### src/rtl/im_access_arbiter.sv
// Instruction-memory port arbiter: IF fetch (read) vs program loader (write bursts).
// Optional misaligned-address checking is enabled by defining IM_ALIGN_CHK_EN.
module im_access_arbiter #(
  parameter int unsigned IDX_W      = 10,
  parameter int unsigned STARVE_MAX = 4
) (
  input  logic             clk,
  input  logic             reset,
  input  logic             f_req,
  input  logic [31:0]      f_addr,
  output logic             f_gnt,
  output logic             f_rvalid,
  output logic [31:0]      f_rdata,
`ifdef IM_ALIGN_CHK_EN
  output logic             f_err,
`endif
  input  logic             l_req,
  input  logic [31:0]      l_addr,
  input  logic [31:0]      l_wdata,
  input  logic             l_last,
  output logic             l_gnt,
  output logic             mem_en,
  output logic             mem_we,
  output logic [IDX_W-1:0] mem_idx,
  output logic [31:0]      mem_wdata,
  input  logic [31:0]      mem_rdata,
  output logic             busy
);

  localparam logic [0:0] S_IDLE = 1'b0;
  localparam logic [0:0] S_LOAD = 1'b1;
  localparam logic [3:0] LP_STARVE_MAX = 4'(STARVE_MAX);

  logic [0:0] r_state;
  logic [3:0] r_starve;
  logic       r_f_rvalid;
  logic       r_f_err;
  logic       w_f_gnt;
  logic       w_l_gnt;
  logic       w_l_prio;
  logic       w_f_ok;
  logic       w_l_ok;
  logic       w_unused;

`ifdef IM_ALIGN_CHK_EN
  assign w_f_ok = (f_addr[1:0] == 2'b00);
  assign w_l_ok = (l_addr[1:0] == 2'b00);
`else
  assign w_f_ok = 1'b1;
  assign w_l_ok = 1'b1;
`endif

  // Address bits outside the word index are deliberately ignored (wrap modulo IM size).
  assign w_unused = ^{f_addr[31:IDX_W+2], f_addr[1:0], l_addr[31:IDX_W+2], l_addr[1:0]};

  assign w_l_prio = (r_starve == LP_STARVE_MAX);

  always_comb begin
    w_f_gnt = 1'b0;
    w_l_gnt = 1'b0;
    if (reset) begin
      case (r_state)
        S_IDLE: begin
          if (l_req && (!f_req || w_l_prio)) begin
            w_l_gnt = 1'b1;
          end else if (f_req) begin
            w_f_gnt = 1'b1;
          end
        end
        S_LOAD: w_l_gnt = l_req;
        default: ;
      endcase
    end
  end

  always_comb begin
    mem_en    = (w_f_gnt & w_f_ok) | (w_l_gnt & w_l_ok);
    mem_we    = w_l_gnt & w_l_ok;
    mem_wdata = mem_we ? l_wdata : '0;
    if (w_l_gnt) begin
      mem_idx = l_addr[IDX_W+1:2];
    end else if (w_f_gnt) begin
      mem_idx = f_addr[IDX_W+1:2];
    end else begin
      mem_idx = '0;
    end
  end

  always_ff @(posedge clk or negedge reset) begin
    if (!reset) begin
      r_state <= S_IDLE;
    end else begin
      case (r_state)
        S_IDLE:  if (w_l_gnt && !l_last) r_state <= S_LOAD;
        S_LOAD:  if (w_l_gnt && l_last)  r_state <= S_IDLE;
        default: r_state <= S_IDLE;
      endcase
    end
  end

  // Counts refused loader cycles; any loader accept restores fetch priority.
  always_ff @(posedge clk or negedge reset) begin
    if (!reset) begin
      r_starve <= '0;
    end else if (w_l_gnt) begin
      r_starve <= '0;
    end else if (l_req && (r_starve < LP_STARVE_MAX)) begin
      r_starve <= r_starve + 4'd1;
    end
  end

  always_ff @(posedge clk or negedge reset) begin
    if (!reset) begin
      r_f_rvalid <= 1'b0;
      r_f_err    <= 1'b0;
    end else begin
      r_f_rvalid <= w_f_gnt;
      r_f_err    <= w_f_gnt & ~w_f_ok;
    end
  end

  assign f_gnt    = w_f_gnt;
  assign l_gnt    = w_l_gnt;
  assign f_rvalid = r_f_rvalid;
  assign f_rdata  = (r_f_rvalid && !r_f_err) ? mem_rdata : '0;
  assign busy     = (r_state == S_LOAD);
`ifdef IM_ALIGN_CHK_EN
  assign f_err    = r_f_err;
`endif

endmodule
### config.mk
export PLATFORM = sky130hd
export DESIGN_NAME = im_access_arbiter
export DESIGN_NICKNAME = d
export VERILOG_FILES = /design/src/rtl/im_access_arbiter.sv
export SDC_FILE = /design/constraint.sdc
export NUM_CORES = 1
export LEC_CHECK = 0
export CORE_AREA = 2 2 83 85
export CTS_CLUSTER_DIAMETER = 200
export DETAILED_ROUTE_END_ITERATION = 16
export DIE_AREA = 0 0 85 87
export PLACE_DENSITY = 0.78
export SLEW_MARGIN = 20
export SYNTH_ARGS = -nofsm -noshare
export SYNTH_HDL_FRONTEND = slang
export SYNTH_SLANG_ARGS = --single-unit
### constraint.sdc
create_clock -name clk -period 1.72 [get_ports clk]
set_clock_uncertainty 0.1 [all_clocks]
set_input_delay 0.258 -clock clk [delete_from_list [all_inputs] [get_ports clk]]
set_output_delay 0.258 -clock clk [all_outputs]
set_load 0.01 [all_outputs]
==> reports/qor.yml <==
placed_design:
  dp_hpwl_mm: 4.038
  globalplace.congestion: 0.7404
  place_ws_ps: -647.1
  io_buffers: 168
  dp_cells: 388
detailed_routing:
  drt-wirelength-per-cell_um: 13.64
  viasPerCell: 4.066
  dr.pass1.iters: 4
  drc: 0
  wl_mm: 5.578
  postRouteAntennaNets: 0
  route.vias.total: 1663
  drt_iter0_markers: 25
cts:
  cts.sinks: 6
  cts_root_buf: "clkbuf_8"
  cts_max_path_buffers: 2
  clkSlewWorstSetupHoldPaths_ps: 40
  clock_latency_ps: 220
  numCtsBuffers: 3
  h-tree-depth: 1
  tritoncts: "done"
timing:
  setup_ws_ps: -290.8
  slew_headroom_pct: 81.09
  finalHoldViolations: 0
  period_share_pct: 116.9
  slew_violations: 0
  rsz0062_at_grt: "true"
  worstMarginPinSlew_ps: 282.5
  max_freq_mhz: 497.3
  period_needed_ps: 2011
  hold_slack_ps: 373.4
  setup_viol: 45
critical_path:
  reg2regPathDepth: 8
  worst-endpoint-required_ps: 1360
  r2r_setup_slack_ps: 220
  critPathLaunchType: "flip-flop"
  crit_arrival_ps: 1650
  endpoint_kind: "output port"
  r2r_end: "r_starve[1]"
  worstReg2RegStart: "r_starve[1]"
  crit_type: "reg -> out"
  crit_fanout: 7
grt:
  grt_pass1_wl_mm: 7.997
  grt-ovfl-total: 0
  track_usage_pct: 13.33
  antenna_found_initial: 0
  grt_pass1_vias: 1586
  grt_max_degree: 18
logic_synthesis:
  syn-num-nets: 272
  syn_area_sq_um: 949.7
  ys_seq_elements: 6
  syn_inst: 137
  synth_area_leaders: "and2_1, dfrtp_1, nand2_1"
  synth_top_area_cell: "and2_1"
  ys_seq_area_share_pct: 15.81
  yosysTopAreaCellShare_pct: 42.16
  syn_area_per_cell_sq_um: 6.932
  yosysUniqueCellTypes: 21
  ys_warn_count: 0
pwr:
  p_leak_nw: 1.551
  vdd_ir_drop_max_mv: 0.3208
  finalPower_mw: 1.561
  cellPowerDensity_nw_per_um2: 508.0
outcome:
  violations: "setup timing"
  status: "finished with violations"
cells_and_area:
  multi_input_area_sq_um: 853.3
  nFillCells: 668
  utilization_pct: 46.76
  layout.cells.non_filler: 409
  area_delta_synth_final_pct: 223.5
  insertedDiodeCount: 0
  final_cell_mix: "clkdlybuf4s50_1, and2_1, buf_6, dlygate4sd2_1, buf_2"
  layout_commonest_cell: "clkdlybuf4s50_1"
  drive_above_1_share_pct: 35.56
  seqCellArea_sq_um: 150.1
  fin_nets: 466
floorplanning:
  std_cell_rows: 30
  initial_core_util_pct: 14.46
  die_width_um: 85
  die_h_um: 87
  num_io_pins: 213
  dieArea_sq_um: 7395
  fp.coreArea_sq_um: 6569
run:
  drv_cap: 0
min_path:
  hp-class: "in -> async"
power breakdown:
group,leakage (nW),switching (mW),internal [mW]
Clock,0.0216,0.0648,0.151
Combinational,1.45,0.435,0.700
Sequential,0.0781,0.0297,0.180
Total,1.55,0.529,1.03
per-stage QoR:
step,area [sq um],TNS [ps]
floorplan,949.7,0
global placement,2791,-25750
detailed placement,2791,-26800
CTS,2918,-10020
global route,3072,-13370
finish,3072,-10180
what timing repair did:
| item | CTS | global route |
|---|---|---|
| hold buffers | 0 | 0 |
| endpoints found under the setup margin | 78 | 48 |
| gates resized for setup | 264 | 34 |
| buffers inserted | 8 | 3 |
| pin swaps | 10 | 14 |
| gates cloned | 7 | 0 |
cell type report:
type	instances	area share, %
Clock buffer	3	1.344
Inverter	4	0.4888
Multi-Input combinational cell	117	27.78
Sequential cell	6	4.888
Tap cell	80	3.259
Timing Repair Buffer	199	62.24
Yosys cell counts:
master / number
a21bo_1: 1
a21oi_1: 2
a21oi_4: 1
and2_1: 64
and2b_1: 1
buf_2: 2
buf_4: 1
buf_6: 3
clkbuf_1: 5
dfrtp_1: 6
ha_1: 2
inv_1: 4
mux2i_1: 2
nand2_1: 22
nand3b_4: 1
nand4b_1: 1
nor2_1: 6
nor3b_2: 1
o21a_1: 1
o22ai_1: 10
xnor2_1: 1
how the worst max path moves through the flow:
stage,from,endpoint,slack (ps),cells past startpoint
6_report,r_starve[1],mem_wdata[4],-290,8
5_1_grt,r_starve[1],mem_wdata[4],-360,8
2_1_floorplan,r_starve[0],mem_idx[0],20,6
3_5_place_dp,f_req,mem_idx[8],-650,5
4_1_cts,r_starve[1],mem_wdata[9],-290,8
3_3_place_gp,f_req,mem_idx[6],-620,5
per-layer routing:
| layer | global-route usage (%) | wire (um) |
|---|---|---|
| met4 | 2.165 | 0 |
| met2 | 27.34 | 3152 |
| met3 | 2.370 | 413 |
| met1 | 14.17 | 2012 |
| met5 | 0 | 0 |
critical path, cell delays in order, from the launching register on:
cell and delay [ps]:
dfrtp_1 380, inv_2 70, ha_4 140, nand3b_4 100
a21oi_4 230, buf_6 160, buf_16 120, and2_4 140
buf_6 90
logic make-up (layout without fill, tap and decap cells):
family / after synthesis / in the layout / share of synthesized area (%)
compound gates: 15 / 16 / 11.20
flops: 6 / 6 / 15.81
simple gates: 96 / 96 / 58.37
mux: 2 / 2 / 2.108
buf+inv: 15 / 206 / 8.959
fa+ha+maj: 2 / 2 / 2.635
xor+xnor: 1 / 1 / 0.9224
Power figures use the tool's default switching activity.
